<file path="src/rtl/matrix_pkg.sv">
// Shared constants and types for the matrix reorder family: replay modes,
// ping-pong bank states and a width helper.
package matrix_pkg;

   localparam logic [1:0] MODE_PASS      = 2'd0;
   localparam logic [1:0] MODE_REVERSE   = 2'd1;
   localparam logic [1:0] MODE_TRANSPOSE = 2'd2;
   localparam logic [1:0] MODE_HFLIP     = 2'd3;

   typedef enum logic [1:0] {
      EMPTY    = 2'd0,
      FILLING  = 2'd1,
      FULL     = 2'd2,
      DRAINING = 2'd3
   } bank_st_e;

   function automatic int clog2_min1(input int n);
      return (n > 1) ? $clog2(n) : 1;
   endfunction

endpackage

</file>
<file path="src/rtl/matrix_reorder_stream_if.sv">
// Element stream (AXI-Stream subset) carried into and out of the reorder engine.
interface matrix_reorder_stream_if #(
   parameter int DATA_WIDTH = 32
);
   logic [DATA_WIDTH-1:0] tdata;
   logic                  tvalid;
   logic                  tlast;
   logic                  tready;

   modport master (output tdata, output tvalid, output tlast, input  tready);
   modport slave  (input  tdata, input  tvalid, input  tlast, output tready);
endinterface

</file>
<file path="src/rtl/matrix_addr_gen.sv">
// Maps an output (row, col) position to the row-major storage address for a
// given replay mode. Purely combinational.
module matrix_addr_gen
   import matrix_pkg::*;
#(
   parameter int ROWS = 4,
   parameter int COLS = 4,
   parameter int AW   = 4,
   parameter int CW   = 2
)(
   input  logic [1:0]    mode_i,
   input  logic [CW-1:0] row_i,
   input  logic [CW-1:0] col_i,
   output logic [AW-1:0] addr_o
);
   localparam logic [31:0] NC = 32'(COLS);
   localparam logic [31:0] NL = 32'(ROWS * COLS - 1);

   logic [31:0] r, c, a;

   // For transpose the counters walk the COLSxROWS output, so row is a source column.
   always_comb begin
      r = 32'(row_i);
      c = 32'(col_i);
      case (mode_i)
         MODE_REVERSE:   a = NL - (r * NC + c);
         MODE_TRANSPOSE: a = c * NC + r;
         MODE_HFLIP:     a = r * NC + (NC - 32'd1 - c);
         default:        a = r * NC + c;
      endcase
      addr_o = AW'(a);
   end
endmodule

</file>
<file path="src/rtl/matrix_reorder_stream.sv">
// Ping-pong matrix reorder engine: fills one bank row-major while the other
// replays in its latched mode through a single output register.
module matrix_reorder_stream
   import matrix_pkg::*;
#(
   parameter int ROWS       = 4,
   parameter int COLS       = 4,
   parameter int DATA_WIDTH = 32
)(
   input  logic                    clk,
   input  logic                    rst_n,
   input  logic [1:0]              mode,
   matrix_reorder_stream_if.slave  in_s,
   matrix_reorder_stream_if.master out_m,
   output logic                    frame_err
);
   localparam int N  = ROWS * COLS;
   localparam int AW = clog2_min1(N);
   localparam int CW = clog2_min1((ROWS > COLS) ? ROWS : COLS);
   localparam logic [AW-1:0] WLAST = AW'(N - 1);

   bank_st_e              bank_q [2], bank_d [2];
   logic [1:0]            bmode_q [2], bmode_d [2];
   logic                  wr_sel_q, wr_sel_d, rd_sel_q, rd_sel_d, en_q;
   logic [AW-1:0]         wcnt_q, wcnt_d;
   logic [CW-1:0]         row_q, row_d, col_q, col_d;
   logic [DATA_WIDTH-1:0] odata_q, odata_d;
   logic                  ovalid_q, ovalid_d, olast_q, olast_d, ferr_q, ferr_d;
   logic [DATA_WIDTH-1:0] mem_q [2][N];

   logic          in_rdy, wr_fire, drain_done, load, src, is_last;
   logic [1:0]    src_mode;
   logic [CW-1:0] last_row, last_col;
   logic [AW-1:0] raddr;

   matrix_addr_gen #(.ROWS(ROWS), .COLS(COLS), .AW(AW), .CW(CW)) u_addr (
      .mode_i (src_mode),
      .row_i  (row_q),
      .col_i  (col_q),
      .addr_o (raddr)
   );

   // Once the final beat of a bank sits in the output register, the next load
   // comes from the other bank so back-to-back frames have no bubble.
   always_comb begin
      in_rdy     = en_q && (bank_q[wr_sel_q] == EMPTY || bank_q[wr_sel_q] == FILLING);
      wr_fire    = in_rdy && in_s.tvalid;
      drain_done = ovalid_q && olast_q && out_m.tready;
      src        = (ovalid_q && olast_q) ? ~rd_sel_q : rd_sel_q;
      src_mode   = bmode_q[src];
      load       = (!ovalid_q || out_m.tready) &&
                   (bank_q[src] == FULL || bank_q[src] == DRAINING);
      last_row   = (src_mode == MODE_TRANSPOSE) ? CW'(COLS - 1) : CW'(ROWS - 1);
      last_col   = (src_mode == MODE_TRANSPOSE) ? CW'(ROWS - 1) : CW'(COLS - 1);
      is_last    = (row_q == last_row) && (col_q == last_col);
   end

   always_comb begin
      bank_d   = bank_q;
      bmode_d  = bmode_q;
      wr_sel_d = wr_sel_q;
      rd_sel_d = rd_sel_q;
      wcnt_d   = wcnt_q;
      row_d    = row_q;
      col_d    = col_q;
      odata_d  = odata_q;
      ovalid_d = ovalid_q;
      olast_d  = olast_q;
      ferr_d   = 1'b0;
      if (wr_fire) begin
         ferr_d = (wcnt_q == WLAST) != in_s.tlast;
         if (wcnt_q == '0) bmode_d[wr_sel_q] = mode;
         if (wcnt_q == WLAST) begin
            wcnt_d             = '0;
            bank_d[wr_sel_q]   = FULL;
            wr_sel_d           = ~wr_sel_q;
         end else begin
            wcnt_d             = wcnt_q + 1'b1;
            bank_d[wr_sel_q]   = FILLING;
         end
      end
      if (drain_done) begin
         bank_d[rd_sel_q] = EMPTY;
         rd_sel_d         = ~rd_sel_q;
      end
      if (load) begin
         bank_d[src] = DRAINING;
         odata_d     = mem_q[src][raddr];
         ovalid_d    = 1'b1;
         olast_d     = is_last;
         if (col_q == last_col) begin
            col_d = '0;
            row_d = is_last ? '0 : row_q + 1'b1;
         end else begin
            col_d = col_q + 1'b1;
         end
      end else if (out_m.tready) begin
         ovalid_d = 1'b0;
         olast_d  = 1'b0;
      end
   end

   always_ff @(posedge clk or negedge rst_n) begin
      if (!rst_n) begin
         bank_q[0]  <= EMPTY;
         bank_q[1]  <= EMPTY;
         bmode_q[0] <= MODE_PASS;
         bmode_q[1] <= MODE_PASS;
         wr_sel_q   <= 1'b0;
         rd_sel_q   <= 1'b0;
         en_q       <= 1'b0;
         wcnt_q     <= '0;
         row_q      <= '0;
         col_q      <= '0;
         odata_q    <= '0;
         ovalid_q   <= 1'b0;
         olast_q    <= 1'b0;
         ferr_q     <= 1'b0;
      end else begin
         bank_q     <= bank_d;
         bmode_q    <= bmode_d;
         wr_sel_q   <= wr_sel_d;
         rd_sel_q   <= rd_sel_d;
         en_q       <= 1'b1;
         wcnt_q     <= wcnt_d;
         row_q      <= row_d;
         col_q      <= col_d;
         odata_q    <= odata_d;
         ovalid_q   <= ovalid_d;
         olast_q    <= olast_d;
         ferr_q     <= ferr_d;
      end
   end

   always_ff @(posedge clk) begin
      if (wr_fire) mem_q[wr_sel_q][wcnt_q] <= in_s.tdata;
   end

   assign in_s.tready  = in_rdy;
   assign out_m.tdata  = odata_q;
   assign out_m.tvalid = ovalid_q;
   assign out_m.tlast  = olast_q;
   assign frame_err    = ferr_q;
endmodule

</file>
<file path="src/flat_wrapper.sv">
// flat-port wrapper written by rule: the top's interface ports become plain ports
module matrix_reorder_stream_flat import matrix_pkg::*;
#(
   parameter int ROWS       = 4,
   parameter int COLS       = 4,
   parameter int DATA_WIDTH = 32
)
  (clk, rst_n, mode, frame_err, in_s_tdata, in_s_tvalid, in_s_tlast, in_s_tready, out_m_tdata, out_m_tvalid, out_m_tlast, out_m_tready);
  matrix_reorder_stream_if #(.DATA_WIDTH(DATA_WIDTH)) in_s_i ();
  matrix_reorder_stream_if #(.DATA_WIDTH(DATA_WIDTH)) out_m_i ();
  input  logic clk;
  input  logic rst_n;
  input  logic [1:0] mode;
  output logic frame_err;
  input wire logic [$bits(in_s_i.tdata)-1:0] in_s_tdata;
  input wire logic [$bits(in_s_i.tvalid)-1:0] in_s_tvalid;
  input wire logic [$bits(in_s_i.tlast)-1:0] in_s_tlast;
  output wire logic [$bits(in_s_i.tready)-1:0] in_s_tready;
  output wire logic [$bits(out_m_i.tdata)-1:0] out_m_tdata;
  output wire logic [$bits(out_m_i.tvalid)-1:0] out_m_tvalid;
  output wire logic [$bits(out_m_i.tlast)-1:0] out_m_tlast;
  input wire logic [$bits(out_m_i.tready)-1:0] out_m_tready;
  assign in_s_i.tdata = in_s_tdata;
  assign in_s_i.tvalid = in_s_tvalid;
  assign in_s_i.tlast = in_s_tlast;
  assign in_s_tready = in_s_i.tready;
  assign out_m_tdata = out_m_i.tdata;
  assign out_m_tvalid = out_m_i.tvalid;
  assign out_m_tlast = out_m_i.tlast;
  assign out_m_i.tready = out_m_tready;
  matrix_reorder_stream #(.ROWS(ROWS), .COLS(COLS), .DATA_WIDTH(DATA_WIDTH)) u_core (.clk(clk), .rst_n(rst_n), .mode(mode), .in_s(in_s_i), .out_m(out_m_i), .frame_err(frame_err));
endmodule
</file>
<file path="config.mk">
export PLATFORM = sky130hd
export DESIGN_NAME = matrix_reorder_stream_flat
export DESIGN_NICKNAME = d
export VERILOG_FILES = /design/src/rtl/matrix_pkg.sv /design/src/rtl/matrix_reorder_stream_if.sv /design/src/rtl/matrix_addr_gen.sv /design/src/rtl/matrix_reorder_stream.sv /design/src/flat_wrapper.sv
export SDC_FILE = /design/constraint.sdc
export NUM_CORES = 1
export LEC_CHECK = 0
export CAP_MARGIN = 10
export CORE_MARGIN = 3
export CORE_UTILIZATION = 35
export DETAILED_ROUTE_END_ITERATION = 8
export REMOVE_ABC_BUFFERS = 1
export SLEW_MARGIN = 15
export SYNTH_ARGS = -nofsm -noshare
export SYNTH_HDL_FRONTEND = slang
export SYNTH_SLANG_ARGS = --single-unit
export TNS_END_PERCENT = 30
</file>
<file path="constraint.sdc">
create_clock -name clk -period 11.49 [get_ports clk]
set_input_delay 1.149 -clock clk [delete_from_list [all_inputs] [get_ports clk]]
set_output_delay 1.149 -clock clk [all_outputs]
set_load 0.02 [all_outputs]
</file>
==> results of run 1 <==
[how the worst min path moves through the flow]
stage / startpoint / to / slack, ns / cells after the start
5_1_grt: u_core.out_m.tdata[6] / u_core.out_m.tdata[6] / 0.60 / 2
6_report: u_core.out_m.tdata[6] / u_core.out_m.tdata[6] / 0.56 / 2
3_5_place_dp: u_core.bank_q[3] / u_core.bank_q[3] / 0.55 / 1
4_1_cts: u_core.out_m.tdata[6] / u_core.out_m.tdata[6] / 0.56 / 2
2_1_floorplan: u_core.bank_q[3] / u_core.bank_q[3] / 0.50 / 1
3_3_place_gp: u_core.wcnt_q[0] / u_core.wcnt_q[0] / 0.54 / 1
[metrics by stage]
| step | setup WS, ns | cell area (sq um) | std cells | total power, uW | hold slack [ns] |
|---|---|---|---|---|---|
| 2_1_floorplan | 0.108 | 41100 | 2517 | 7470 | 0.503 |
| 3_5_place_dp | 6.58 | 44500 | 4190 | 8150 | 0.548 |
| 5_1_grt | 6.21 | 47900 | 4387 | 12000 | 0.597 |
| 4_1_cts | 6.57 | 47900 | 4386 | 11500 | 0.565 |
| 3_3_place_gp | 6.62 | 44500 | 4190 | 8130 | 0.538 |
| 6_report | 6.57 | 47900 | 4390 | 11500 | 0.559 |
[state kept, by name, summed over array words and instances, names as in the netlist]
signal	cells
u_core.bank_q	2
u_core.bmode_q	4
u_core.col_q	2
u_core.en_q	1
u_core.frame_err	1
u_core.mem_q	1024
u_core.out_m.tdata	32
u_core.out_m.tlast	1
u_core.out_m.tvalid	1
u_core.rd_sel_q	1
u_core.row_q	2
u_core.wcnt_q	4
u_core.wr_sel_q	1
[worst min-delay path, delay by kind of cell, from the launching register on]
| family | cells | cell delay [ns] |
|---|---|---|
| flops | 1 | 0.35 |
| simple gates | 1 | 0.10 |
| compound gates | 1 | 0.08 |
[final cells by class]
cell class                      count  area [sq um]  area share (%)
Multi-Input combinational cell   1437          9320            19.4
Clock inverter                     59           583            1.22
Tap cell                         1536          1920            4.01
Sequential cell                  1076         32100            66.9
Timing Repair Buffer              137          1240            2.58
Antenna cell                        4          10.0          0.0209
Clock buffer                      137          2800            5.84
Inverter                            4          15.0          0.0313
[synthesized netlist by cell type (4+ instances only)]
| library cell | n |
|---|---|
| a22o_1 | 31 |
| a21oi_1 | 193 |
| dfrtp_1 | 52 |
| o41ai_1 | 31 |
| edfxtp_1 | 1024 |
| and3_1 | 34 |
| buf_2 | 43 |
| inv_1 | 4 |
| o21ai_0 | 9 |
| a21boi_0 | 33 |
| a31oi_1 | 33 |
| nor3_1 | 10 |
| nand2_1 | 565 |
| nand4bb_1 | 31 |
| a22oi_1 | 33 |
| mux2_2 | 7 |
| nand3_1 | 73 |
| mux2i_1 | 99 |
| mux4_2 | 65 |
| nand2b_1 | 6 |
| clkbuf_1 | 86 |
| ha_1 | 6 |
| nand4_1 | 66 |
| buf_1 | 23 |
| buf_6 | 8 |
| xnor2_1 | 4 |
| nor2_1 | 68 |
[kinds of logic after synthesis]
kind of cell	Yosys count	share of synthesized area (%)
AOI/OAI and AO/OA	381	5.79
other	1	0.00897
muxes	171	6.06
adders and majority gates	6	0.180
buffers and inverters	165	1.76
DFF	1076	76.6
and+or+nand+nor	872	9.43
xor gates and xnor gates	6	0.126
[power groups by stage]
stage               Combinational [uW]  Clock, uW  Sequential [uW]
floorplan                         2790          0             4680
global placement                  3460          0             4670
detailed placement                3480          0             4670
CTS                               3490       3460             4590
global route                      3780       3620             4600
finish                            3470       3410             4590
[layer usage]
layer / vias up / wire, um / global-route usage (%)
li1: 10400 / - / -
met5: - / 91 / 0
met3: 200 / 8840 / 3.51
met4: 14 / 3470 / 6.41
met2: 920 / 52900 / 28.8
met1: 12200 / 46900 / 24.6
==> qor.csv, run 1 <==
metric,value,unit
"Max stage delay cell, worst path",buf_4,
Final Critical Period,4.92,ns
clock slew at the register clock pins of the worst setup and hold paths,0.06,ns
transition time at the pin with the least slew margin,1.14,ns
cell types with the largest area share after synthesis,"edfxtp_1, nand2_1, mux4_2",
power density relative to cell area,239,mW/mm^2
Synth-to-Final Area Change,14.6,%
count of unresolved DRC violations after routing,0,
number of cell rows,126,
total CTS buffers,104,
combined buffer and inverter count along the critical path,2,
final WL,112000,um
Clock Sinks,1076,
final core utilization,40.5,%
proportion of power drawn by the clock network,29.7,%
switching power,3890,uW
number of hold buffers added after cts,0,
setup-violating endpoint count in the final report,0,
Detail Route Antenna Nets,0,
most frequent cells in the layout,"edfxtp_1, nand2_1, a21oi_1",
global placement routability congestion,0.763,
number of max-slew violations in the final report,0,
post-synthesis instance area,0.0418,sq mm
required time of the worst setup path,12.03,ns
root buf cell,clkbuf_16,
Yosys top cell by area,edfxtp_1,
Die Area,0.124,sq mm
fraction of registers with async set/reset,4.83,%
violation count after the first detailed-route iteration,2575,
drt pass-1 iters,7,
count of flip-flops with a built-in enable after synthesis,1024,
number of instances resized during post-cts repair,0,
type of the setup path with the least slack,reg -> reg,
die boundary width,352,um
leakage power of the design,0.0159,uW
start point of the critical path,u_core.rd_sel_q,
Port Buffers,74,
cell-by-cell listing of the critical path,nand3b_1 -> nand2_1 -> mux2i_1 -> o211a_4 -> buf_12 -> buf_4 -> mux4_2 -> mux2i_1 -> nor2_1 -> nand4bb_1,
via total after detailed routing,23700,
kind of end point of the critical path,flip-flop,
sequential share of power,40.0,%
Yosys reg bits,1076,
relative max-transition margin,23.9,%
critical path depth,10,
Synth Flop Type,edfxtp_1,
global-route wire length before repair,162000,um
via density per instance,5.40,
Fin Setup TNS,0,ns
sequential-to-total area share from yosys stat,76.6,%
fraction of layout instances using a drive strength above 1,11.7,%
nets,2805,
status,completed,
fraction of power consumed by combinational cells,30.3,%
Max Clock Freq,203,MHz
maximum fanout along the worst path,155,
type of element launching the critical path,flip-flop,
end of the worst register-to-register path,u_core.out_m.tdata[22],
count of distinct cell types in the synthesized netlist,53,
cell count after synthesis,2678,
r2r startpoint,u_core.rd_sel_q,
total congestion overflow after global routing,0,
max capacitance violation total,0,
clock latency on the worst-skew pair,0.67,ns
vias in the first global route,23200,
Routed WL per cell,25.5,um
most frequent cell on the critical path,mux2i_1,
number of fillers in the final layout,10500,
core box area,0.118,sq mm
mean instance size in the synthesized netlist,15.6,sq um
"leading cell type in the layout, fill and taps excluded",edfxtp_1,
number of antenna violations at the first check in global routing,13,
starting utilization of the core area,35.4,%
largest incremental delay on the critical path,0.83,ns
slack of the worst reg-to-reg path,6.57,ns
worst clock skew on the final layout,0.0258,ns
final critical-path share of the clock period,42.8,%
number of post-CTS setup repair buffers,0,
end of the critical path,u_core.out_m.tdata[22],
R2R cell count,10,
Top delay family on crit path,buffers and inverters,
y dimension of the die,352,um
"Warnings, synthesis",0,
Hold Crit Class,reg -> reg,
placed wire-length estimate after detailed placement,57800,um
area fraction of the dominant cell type after synthesis,73.5,%
arrival time at the worst endpoint,5.46,ns
# H-tree levels,3,
GRT Total Usage,18.0,%
highest ir drop seen on vdd,314,uV
Switching Share,33.9,%
maximum number of pins on one net before global-route repair,169,
clock tree from TritonCTS,yes,
maximum number of buffers from clock root to sink,3,
final hold violation count,0,
unrepaired setup endpoints after global routing,no,
IO Pins,75,
Power Internal,7570,uW
Note: power is estimated with default switching activity, not from simulation.
==> run 2: changes to the inputs <==
clock period = 4.6 ns   (was 11.49 ns; I/O delays follow)
==> run 2 against run 1 <==
- first-iteration DRC count increased by 4.4%
- critical path depth is the same
- combinational power rose to 2.7 times the previous value
- cell area is 1.3% higher
- wire length is 1.2% higher
- fmax up 42%
- hold slack got worse by 0.23 ns
- die area stayed put
- register-to-register slack worse by 5.4 ns
- clock-buffer cell count is the same
- critical path type unchanged
- largest power group unchanged
- highest routed layer unchanged
==> qor.csv, run 2 (synthesis results as in run 1) <==
metric,value,unit
vias in the first global route,23000,
cell-by-cell listing of the critical path,nand3b_1 -> nand2_1 -> mux2i_1 -> o211a_4 -> buf_12 -> buf_12 -> mux2i_1 -> a22o_1 -> o41ai_1 -> nand4bb_1,
fraction of layout instances using a drive strength above 1,12.5,%
die boundary width,352,um
IO Pins,75,
unrepaired setup endpoints after global routing,no,
core box area,0.118,sq mm
largest incremental delay on the critical path,0.44,ns
maximum number of pins on one net before global-route repair,88,
global-route wire length before repair,164000,um
maximum number of buffers from clock root to sink,3,
filler-free cell count of the finished design,4416,
type of element launching the critical path,flip-flop,
clock slew at the register clock pins of the worst setup and hold paths,0.06,ns
total congestion overflow after global routing,0,
number of antenna violations at the first check in global routing,10,
"leading cell type in the layout, fill and taps excluded",edfxtp_1,
number of max-slew violations in the final report,0,
drt pass-1 iters,8,
final worst slack,1.14,ns
total CTS buffers,103,
flip-flop count of the largest register after layout,1024,
count of unresolved DRC violations after routing,0,
power density relative to cell area,599,mW/mm^2
Die Area,0.124,sq mm
number of cell rows,126,
final hold violation count,0,
most frequent cells in the layout,"edfxtp_1, nand2_1, a21oi_1",
post-placement setup slack,1.18,ns
clock latency on the worst-skew pair,0.67,ns
highest ir drop seen on vdd,701,uV
final WL,114000,um
violation count after the first detailed-route iteration,2688,
number of fillers in the final layout,10600,
via density per instance,5.46,
GRT Total Usage,18.2,%
arrival time at the worst endpoint,4.06,ns
relative max-transition margin,24.3,%
"Max stage delay cell, worst path",dfrtp_1,
maximum fanout along the worst path,47,
Clock Sinks,1076,
register name with the most flops,u_core.mem_q,
leakage power of the design,0.0162,uW
max capacitance violation total,0,
placed wire-length estimate after detailed placement,60400,um
global placement routability congestion,0.801,
Max Clock Freq,289,MHz
Port Buffers,74,
y dimension of the die,352,um
worst clock skew on the final layout,0.0305,ns
via total after detailed routing,24100,
number of post-CTS setup repair buffers,0,
Synth-to-Final Area Change,16.1,%
transition time at the pin with the least slew margin,1.13,ns
setup-violating endpoint count in the final report,0,
clock tree from TritonCTS,yes,
instance count after placement with tap cells included,4219,
Routed WL per cell,25.7,um
Detail Route Antenna Nets,0,
starting utilization of the core area,35.4,%
combined buffer and inverter count along the critical path,2,
Hold Crit Class,in -> reg,
Top delay family on crit path,compound AO/OA/AOI/OAI gates,
# H-tree levels,3,
final critical-path share of the clock period,75.2,%
nets,2834,
Final Critical Period,3.46,ns
root buf cell,clkbuf_16,
kind of end point of the critical path,flip-flop,
required time of the worst setup path,5.20,ns
type of the setup path with the least slack,reg -> reg,
status,completed,
[run 2: cell count changes in the layout (fill, tap and decap cells not counted), moves of 3 or more]
cell | before | now
buf_2 | 0 | 4
buf_12 | 2 | 39
clkdlybuf4s50_1 | 73 | 69
clkinv_2 | 19 | 14
buf_4 | 62 | 54
inv_6 | 4 | 1
clkinv_1 | 20 | 24
[run 2: repair_timing]
item	4_1_cts	5_1_grt
setup endpoints to repair	0	0
endpoints found under the hold margin	29	0
gates resized for setup	0	0
hold buffers	1	0
[run 2: worst reg2reg max path: stages, from the launching register on]
cell and delay [ns]:
dfrtp_1 0.44, nand3b_1 0.29, nand2_1 0.34, mux2i_1 0.42, o211a_4 0.33, buf_12 0.27
buf_12 0.32, mux2i_1 0.16, a22o_1 0.25, o41ai_1 0.39, nand4bb_1 0.18
[run 2: stage by stage]
step | hold slack, ns | utilization (%) | area, sq um | power [uW] | TNS, ns
global placement | 0.500 | 38.2 | 45200 | 20900 | 0
finish | 0.326 | 41.1 | 48600 | 29100 | 0
global route | 0.332 | 41.1 | 48600 | 30500 | 0
detailed placement | 0.504 | 38.2 | 45200 | 20900 | 0
floorplan | 0.164 | - | 41100 | 16200 | -231.03
CTS | 0.320 | 41.1 | 48600 | 29300 | 0
[run 2: layout make-up]
| type | instances | area (sq um) | share of cell area [%] |
|---|---|---|---|
| antenna | 3 | 7.51 | 0.0155 |
| clock buffer | 137 | 2830 | 5.83 |
| clock inverter | 56 | 514 | 1.06 |
| inverter | 4 | 15.0 | 0.0309 |
| multi-input combinational | 1437 | 9320 | 19.2 |
| sequential | 1076 | 32100 | 66.0 |
| tap | 1536 | 1920 | 3.96 |
| timing repair buffer | 167 | 1910 | 3.93 |
[run 2: power breakdown]
part	leakage (uW)	total, uW	switching [uW]	internal [uW]
sequential	0.00988	11500	318	11100
clock	0.00162	8400	3570	4820
combinational	0.00468	9240	5950	3290
total	0.0162	29100	9840	19300
[run 2: final timing paths]
| check | from | end | slack, ns | depth (start not counted) |
|---|---|---|---|---|
| min in group asynchronous | rst_n | u_core.frame_err | 0.35 | 2 |
| max reg2reg | u_core.rd_sel_q | u_core.out_m.tdata[19] | 1.14 | 10 |
| max in group asynchronous | rst_n | u_core.out_m.tdata[27] | 3.16 | 3 |
| min | in_s_tdata[7] | u_core.mem_q[0][135] | 0.33 | 1 |
| min reg2reg | u_core.bank_q[1] | u_core.bank_q[1] | 0.56 | 1 |
| max | u_core.rd_sel_q | u_core.out_m.tdata[19] | 1.14 | 10 |
[run 2: layer usage]
layer	up-vias	wire, um	track usage (%)
met2	977	53500	28.9
met5	-	62	0
met4	10	2570	4.76
met1	12500	48700	26.0
met3	154	8700	3.12
li1	10500	-	-
